**src/rtl/acc_aom_trigger_gen_pkg.sv**
```systemverilog
// Shared definitions for the ACC AOM trigger generator: FSM state encoding
// and default configuration constants, also used by the ACC register map.
package acc_aom_trigger_gen_pkg;

    // Trigger conditioning FSM states
    typedef enum logic [1:0] {
        ST_IDLE    = 2'd0,
        ST_DELAY   = 2'd1,
        ST_ACTIVE  = 2'd2,
        ST_HOLDOFF = 2'd3
    } acc_state_e;

    // Structural defaults
    localparam int ACC_SYNC_STAGES_DEF = 2;
    localparam int ACC_FILT_W_DEF      = 8;
    localparam int ACC_CNT_W_DEF       = 16;

    // Register-map reset values for the run-time configuration
    localparam int ACC_FILTER_LEN_DEF  = 3;
    localparam int ACC_DELAY_DEF       = 10;
    localparam int ACC_WIDTH_DEF       = 5;
    localparam int ACC_HOLDOFF_DEF     = 0;

endpackage

```
**src/rtl/acc_glitch_filter.sv**
```systemverilog
// Input conditioning for the raw trigger: synchronizer chain, symmetric
// run-length glitch filter and a registered strobe on each filtered rise.
module acc_glitch_filter
    import acc_aom_trigger_gen_pkg::*;
#(
    parameter int SYNC_STAGES = ACC_SYNC_STAGES_DEF,
    parameter int FILT_W      = ACC_FILT_W_DEF
) (
    input  logic              clk_i,
    input  logic              rst_i,
    input  logic              trig_i,
    input  logic [FILT_W-1:0] filter_len_i,
    output logic              rise_o
);

    localparam logic [FILT_W-1:0] RUN_ONE = {{(FILT_W-1){1'b0}}, 1'b1};

    logic [SYNC_STAGES-1:0] sync_q, sync_d;
    logic                   level_q, level_d;
    logic [FILT_W-1:0]      run_q, run_d;
    logic                   rise_q, rise_d;
    logic                   sync_w;

    assign sync_w = sync_q[SYNC_STAGES-1];

    // Next-state: shift the sync chain, count consecutive samples that
    // disagree with the filtered level, and flip the level once the run
    // reaches L+1 samples. Any agreeing sample restarts the run. The >=
    // compare keeps the run from wrapping if L is lowered mid-run.
    always_comb begin
        sync_d  = {sync_q[SYNC_STAGES-2:0], trig_i};
        level_d = level_q;
        run_d   = '0;
        rise_d  = 1'b0;
        if (sync_w != level_q) begin
            if (run_q >= filter_len_i) begin
                level_d = sync_w;
                rise_d  = sync_w;
            end else begin
                run_d = run_q + RUN_ONE;
            end
        end
    end

    // Filter state registers
    always_ff @(posedge clk_i) begin
        if (rst_i) begin
            sync_q  <= '0;
            level_q <= 1'b0;
            run_q   <= '0;
            rise_q  <= 1'b0;
        end else begin
            sync_q  <= sync_d;
            level_q <= level_d;
            run_q   <= run_d;
            rise_q  <= rise_d;
        end
    end

    assign rise_o = rise_q;

endmodule

```
**src/rtl/acc_aom_trigger_gen.sv**
```systemverilog
// ACC AOM trigger generator: conditions the raw accelerometer/stage trigger
// into a delayed, fixed-width AOM control flag with hold-off, and counts
// triggers that arrive while a previous one is still being served.
module acc_aom_trigger_gen
    import acc_aom_trigger_gen_pkg::*;
#(
    parameter int SYNC_STAGES = ACC_SYNC_STAGES_DEF,
    parameter int FILT_W      = ACC_FILT_W_DEF,
    parameter int CNT_W       = ACC_CNT_W_DEF
) (
    input  logic              clk_i,
    input  logic              rst_i,
    input  logic              laser_start_i,
    input  logic              acc_trigger_i,
    input  logic              cfg_enable_i,
    input  logic [FILT_W-1:0] cfg_filter_len_i,
    input  logic [CNT_W-1:0]  cfg_delay_i,
    input  logic [CNT_W-1:0]  cfg_width_i,
    input  logic [CNT_W-1:0]  cfg_holdoff_i,
    output logic              aom_ctrl_flag_o,
    output logic              busy_o,
    output logic [CNT_W-1:0]  missed_trigger_num_o
);

    localparam logic [CNT_W-1:0] CNT_ONE = {{(CNT_W-1){1'b0}}, 1'b1};

    acc_state_e       state_q, state_d;
    logic [CNT_W-1:0] cnt_q, cnt_d;
    logic [CNT_W-1:0] width_q, width_d;
    logic [CNT_W-1:0] hold_q, hold_d;
    logic             flag_q, flag_d;
    logic [CNT_W-1:0] miss_q, miss_d;
    logic             ls_q;

    logic             event_w;
    logic             ls_rise_w;
    logic [CNT_W-1:0] width_eff_w;

    acc_glitch_filter #(
        .SYNC_STAGES (SYNC_STAGES),
        .FILT_W      (FILT_W)
    ) u_filter (
        .clk_i        (clk_i),
        .rst_i        (rst_i),
        .trig_i       (acc_trigger_i),
        .filter_len_i (cfg_filter_len_i),
        .rise_o       (event_w)
    );

    // A zero width still produces a one-cycle flag
    assign width_eff_w = (cfg_width_i == '0) ? CNT_ONE : cfg_width_i;
    assign ls_rise_w   = laser_start_i & ~ls_q;

    // FSM next state: one shared down-counter serves delay, width and
    // hold-off. Width and hold-off are latched on leaving IDLE so config
    // changes mid-pulse only affect the next event. Disable aborts.
    always_comb begin
        state_d = state_q;
        cnt_d   = cnt_q;
        width_d = width_q;
        hold_d  = hold_q;
        if (!cfg_enable_i) begin
            state_d = ST_IDLE;
            cnt_d   = '0;
        end else begin
            case (state_q)
                ST_IDLE: begin
                    if (event_w) begin
                        width_d = width_eff_w;
                        hold_d  = cfg_holdoff_i;
                        if (cfg_delay_i != '0) begin
                            state_d = ST_DELAY;
                            cnt_d   = cfg_delay_i - CNT_ONE;
                        end else begin
                            state_d = ST_ACTIVE;
                            cnt_d   = width_eff_w - CNT_ONE;
                        end
                    end
                end
                ST_DELAY: begin
                    if (cnt_q == '0) begin
                        state_d = ST_ACTIVE;
                        cnt_d   = width_q - CNT_ONE;
                    end else begin
                        cnt_d = cnt_q - CNT_ONE;
                    end
                end
                ST_ACTIVE: begin
                    if (cnt_q == '0) begin
                        if (hold_q != '0) begin
                            state_d = ST_HOLDOFF;
                            cnt_d   = hold_q - CNT_ONE;
                        end else begin
                            state_d = ST_IDLE;
                        end
                    end else begin
                        cnt_d = cnt_q - CNT_ONE;
                    end
                end
                ST_HOLDOFF: begin
                    if (cnt_q == '0) begin
                        state_d = ST_IDLE;
                    end else begin
                        cnt_d = cnt_q - CNT_ONE;
                    end
                end
                default: state_d = ST_IDLE;
            endcase
        end
        flag_d = (state_d == ST_ACTIVE);
    end

    // Miss counter: a laser_start rise clears it and wins over a
    // coincident miss; otherwise count busy-time events, saturating.
    always_comb begin
        miss_d = miss_q;
        if (ls_rise_w) begin
            miss_d = '0;
        end else if (event_w && cfg_enable_i && (state_q != ST_IDLE)
                     && (miss_q != '1)) begin
            miss_d = miss_q + CNT_ONE;
        end
    end

    // State, counters, flag and miss count registers
    always_ff @(posedge clk_i) begin
        if (rst_i) begin
            state_q <= ST_IDLE;
            cnt_q   <= '0;
            width_q <= CNT_ONE;
            hold_q  <= '0;
            flag_q  <= 1'b0;
            miss_q  <= '0;
            ls_q    <= 1'b0;
        end else begin
            state_q <= state_d;
            cnt_q   <= cnt_d;
            width_q <= width_d;
            hold_q  <= hold_d;
            flag_q  <= flag_d;
            miss_q  <= miss_d;
            ls_q    <= laser_start_i;
        end
    end

    assign aom_ctrl_flag_o      = flag_q;
    assign busy_o               = (state_q != ST_IDLE);
    assign missed_trigger_num_o = miss_q;

endmodule

```
**config.mk**
```make
export PLATFORM = sky130hd
export DESIGN_NAME = acc_aom_trigger_gen
export DESIGN_NICKNAME = d
export VERILOG_FILES = /design/src/rtl/acc_aom_trigger_gen_pkg.sv /design/src/rtl/acc_glitch_filter.sv /design/src/rtl/acc_aom_trigger_gen.sv
export SDC_FILE = /design/constraint.sdc
export NUM_CORES = 1
export LEC_CHECK = 0
export ABC_CLOCK_PERIOD_IN_PS = 3800
export CAP_MARGIN = 15
export CORE_ASPECT_RATIO = 2
export CORE_MARGIN = 5
export CORE_UTILIZATION = 40
export CTS_CLUSTER_DIAMETER = 60
export DETAILED_ROUTE_END_ITERATION = 8
export GPL_TIMING_DRIVEN = 0
export PLACE_DENSITY = 0.66
export SLEW_MARGIN = 10
export SYNTH_ARGS = -nofsm -noshare
export SYNTH_HDL_FRONTEND = slang
export SYNTH_HIERARCHICAL = 1
export SYNTH_SLANG_ARGS = --single-unit
```
**constraint.sdc**
```tcl
create_clock -name clk_i -period 3.8 [get_ports clk_i]
set_input_delay 1.14 -clock clk_i [delete_from_list [all_inputs] [get_ports clk_i]]
set_output_delay 1.14 -clock clk_i [all_outputs]
set_load 0.02 [all_outputs]
```
==> results.json <==
{
  "status": "finished clean",
  "core_area_mm2": 0.0133,
  "syn_nets": 781,
  "report.final.hold_viol_count": 0,
  "path_cells": "buf_2 -> nor2_1 -> inv_1 -> clkbuf_2 -> clkdlybuf4s50_1",
  "fin_worst_hold_slack_ns": 0.449,
  "fin_util_pct": 50.7,
  "slowest_delay_ns": 0.60,
  "layout.cells.most_common": "nand2_1",
  "leakagePower_nw": 2.53,
  "slowest_stage": "clkdlybuf4s50_1",
  "cp.depth": 5,
  "postSynthCellCount": 705,
  "fin_cells": 959,
  "die_x_um": 91.9,
  "synth-simple-area-share_pct": 30.6,
  "diodes": 0,
  "ir_worst_vdd_mv": 0.194,
  "multi_input_area_mm2": 0.00361,
  "use_met1_pct": 28.9,
  "ys_warn_count": 6,
  "synth_compound_area_share_pct": 22.1,
  "antenna_found_initial": 0,
  "grt_pass1_wl_um": 28100,
  "synth_top_family_by_area": "simple AND/OR/NAND/NOR gates",
  "grt-busiest-layer": "met2",
  "period_minus_slack_ns": 3.69,
  "use_met3_pct": 3.82,
  "mostFrequentLayoutCells": "94 x nand2_1, 80 x dfxtp_1, 64 x a21oi_1",
  "cts_hold_buf": 0,
  "min_path_cells": 1,
  "slew_viol_final": 0,
  "gp_congestion": 0.996,
  "cts.clk_slew.worst_paths_ns": 0.07,
  "dr_total_vias": 5701,
  "finalNetCount": 875,
  "clock-root-buffer": "clkbuf_16",
  "setup.reg_to_reg.worst_slack_ns": 0.93,
  "synthAdderAreaFrac_pct": 3.50,
  "grt_max_degree": 17,
  "fill_cells": 1339,
  "route.detailed.drc": 0,
  "cts_sinks": 80,
  "finClkSkew_ns": 0.00709,
  "viasPerCell": 5.94,
  "synth_area_leaders": "dfxtp_1 30%, nand2_1 6.6%, xor2_1 6.4%",
  "drtIter0Drc": 660,
  "htree_levels": 3,
  "path_max_fanout": 10,
  "max_cap_viol_count": 0,
  "dp.cells": 937,
  "pwr_density_cell_mw_per_mm2": 286,
  "clkLatencyLatePin_ns": 0.35,
  "row_count": 60,
  "grt_usage_pct": 22.1,
  "path_class": "flop to output pin",
  "ys_seq_area_share_pct": 29.9,
  "ys_ff_latch": 80,
  "worstSetupEndpointType": "output pin",
  "rsz0062_at_grt": "no",
  "synth_mux_area_share_pct": 0.210,
  "dieArea_mm2": 0.0160,
  "drive_gt1_share_pct": 9.33,
  "synthXorXnorAreaFrac_pct": 9.15,
  "clock_path_buffers": 2,
  "die_y_um": 174,
  "cts_buffers": 9,
  "fmax_ghz": 0.271,
  "seq_area_mm2": 0.00160,
  "overflow": 0,
  "finalCritPeriodShare_pct": 97.0,
  "r2r_cells": 9,
  "tightest_slew_ns": 0.882,
  "postRouteAntennaNets": 0,
  "synth_area_mm2": 0.00536,
  "cp.arrival_ns": 2.55,
  "setup_slack_ns": 0.112,
  "met2_usage_pct": 36.1,
  "relSlewSlack_pct": 41.2,
  "synth_edf_count": 0,
  "synth.distinct_cells": 71,
  "wl_per_cell_um": 18.6,
  "yosysTopAreaCell": "dfxtp_1",
  "start_util_pct": 40.3,
  "synthToLayoutAreaGrowth_pct": 25.8,
  "dr.pass1.iters": 6,
  "setup_viol": 0,
  "synth_flop_cell": "dfxtp_1",
  "path_delay_family": "buffers and inverters",
  "synth-async-reset-ratio_pct": 0,
  "min_path_type": "flop to flop",
  "grt_pass1_vias": 5228,
  "drt_wl_total_um": 17800,
  "ios": 79,
  "path_buf_inv": 4,
  "post-place-ws_ns": -1.29,
  "worst_ep_required_time_ns": 2.66,
  "power.total_mw": 1.93,
  "synth_top_cell_area_share_pct": 29.9,
  "portBuffers": 77,
  "hpwl_um": 13800,
  "post_synth.cell_area_avg_um2": 7.60,
  "cts_tree": "built",
  "cp-start-kind": "flop"
}
[per-stage QoR]
step	cell area [µm²]	setup TNS, ns
finish	6740	0
global route	6740	0
CTS	6720	0
detailed placement	6330	-6.05
global placement	6330	-5.96
floorplan	5360	0
[final timing paths]
path | to | startpoint
hold reg to reg | u_filter/sync_q[1]$_SDFF_PP0_ | u_filter/sync_q[0]$_SDFF_PP0_
setup reg to reg | cnt_q[1]$_SDFFE_PP0P_ | cnt_q[0]$_SDFFE_PP0P_
hold / removal | u_filter/sync_q[1]$_SDFF_PP0_ | u_filter/sync_q[0]$_SDFF_PP0_
setup / recovery | busy_o | state_q[1]$_SDFF_PP0_
[cell families after synthesis]
family | after synthesis
buffers and inverters | 60
AND/OR/NAND/NOR | 312
flip-flops | 80
adder cells (fa/ha/maj) | 15
XOR/XNOR | 56
AO/OA/AOI/OAI | 181
multiplexers | 1
[report_power, final]
group	leakage (nW)	switching [mW]	internal [mW]
combinational	1.74	0.0892	0.0749
sequential	0.645	0.00108	0.840
clock	0.145	0.402	0.521
[state kept, by name (all words and copies together), names as in the netlist]
name                  cells
aom_ctrl_flag_o           1
ls_q                      1
width_q                  16
u_filter/run_q            8
missed_trigger_num_o     16
cnt_q                    16
u_filter/rise_o           1
hold_q                   16
u_filter/level_q          1
u_filter/sync_q           2
state_q                   2
[cells in the mapped netlist (10+ instances only)]
| cell type | count |
|---|---|
| a21oi_1 | 64 |
| a31oi_1 | 10 |
| clkbuf_1 | 26 |
| dfxtp_1 | 80 |
| ha_1 | 15 |
| inv_1 | 23 |
| nand2_1 | 94 |
| nand3_1 | 27 |
| nand4_1 | 16 |
| nor2_1 | 59 |
| nor3_1 | 25 |
| nor4_1 | 13 |
| o21ai_0 | 20 |
| o22ai_1 | 10 |
| or3_1 | 12 |
| or4_1 | 10 |
| xnor2_1 | 17 |
| xor2_1 | 39 |
[what timing repair did]
action,in CTS,in global routing
endpoints found under the setup margin,6,6
setup buffers,6,3
gates resized for setup,40,22
pin swaps,6,4
endpoints found under the hold margin,0,0
cloned,0,0
[final cells by class]
cell class	count	area share, %
Multi-Input combinational cell	565	53.5
Sequential cell	80	23.8
Timing Repair Buffer	86	11.8
Clock buffer	9	3.34
Tap cell	155	2.88
Buffer	33	2.10
Inverter	24	1.34
Clock inverter	7	1.22
[metal layers]
metal	part of all wire, %	routed length, µm	vias up
met4	2.8	505	0
li1	-	-	2776
met3	6.4	1130	37
met5	0	0	-
met2	48	8590	230
met1	43	7570	2658
No activity file was read; power rests on OpenSTA's default activity.
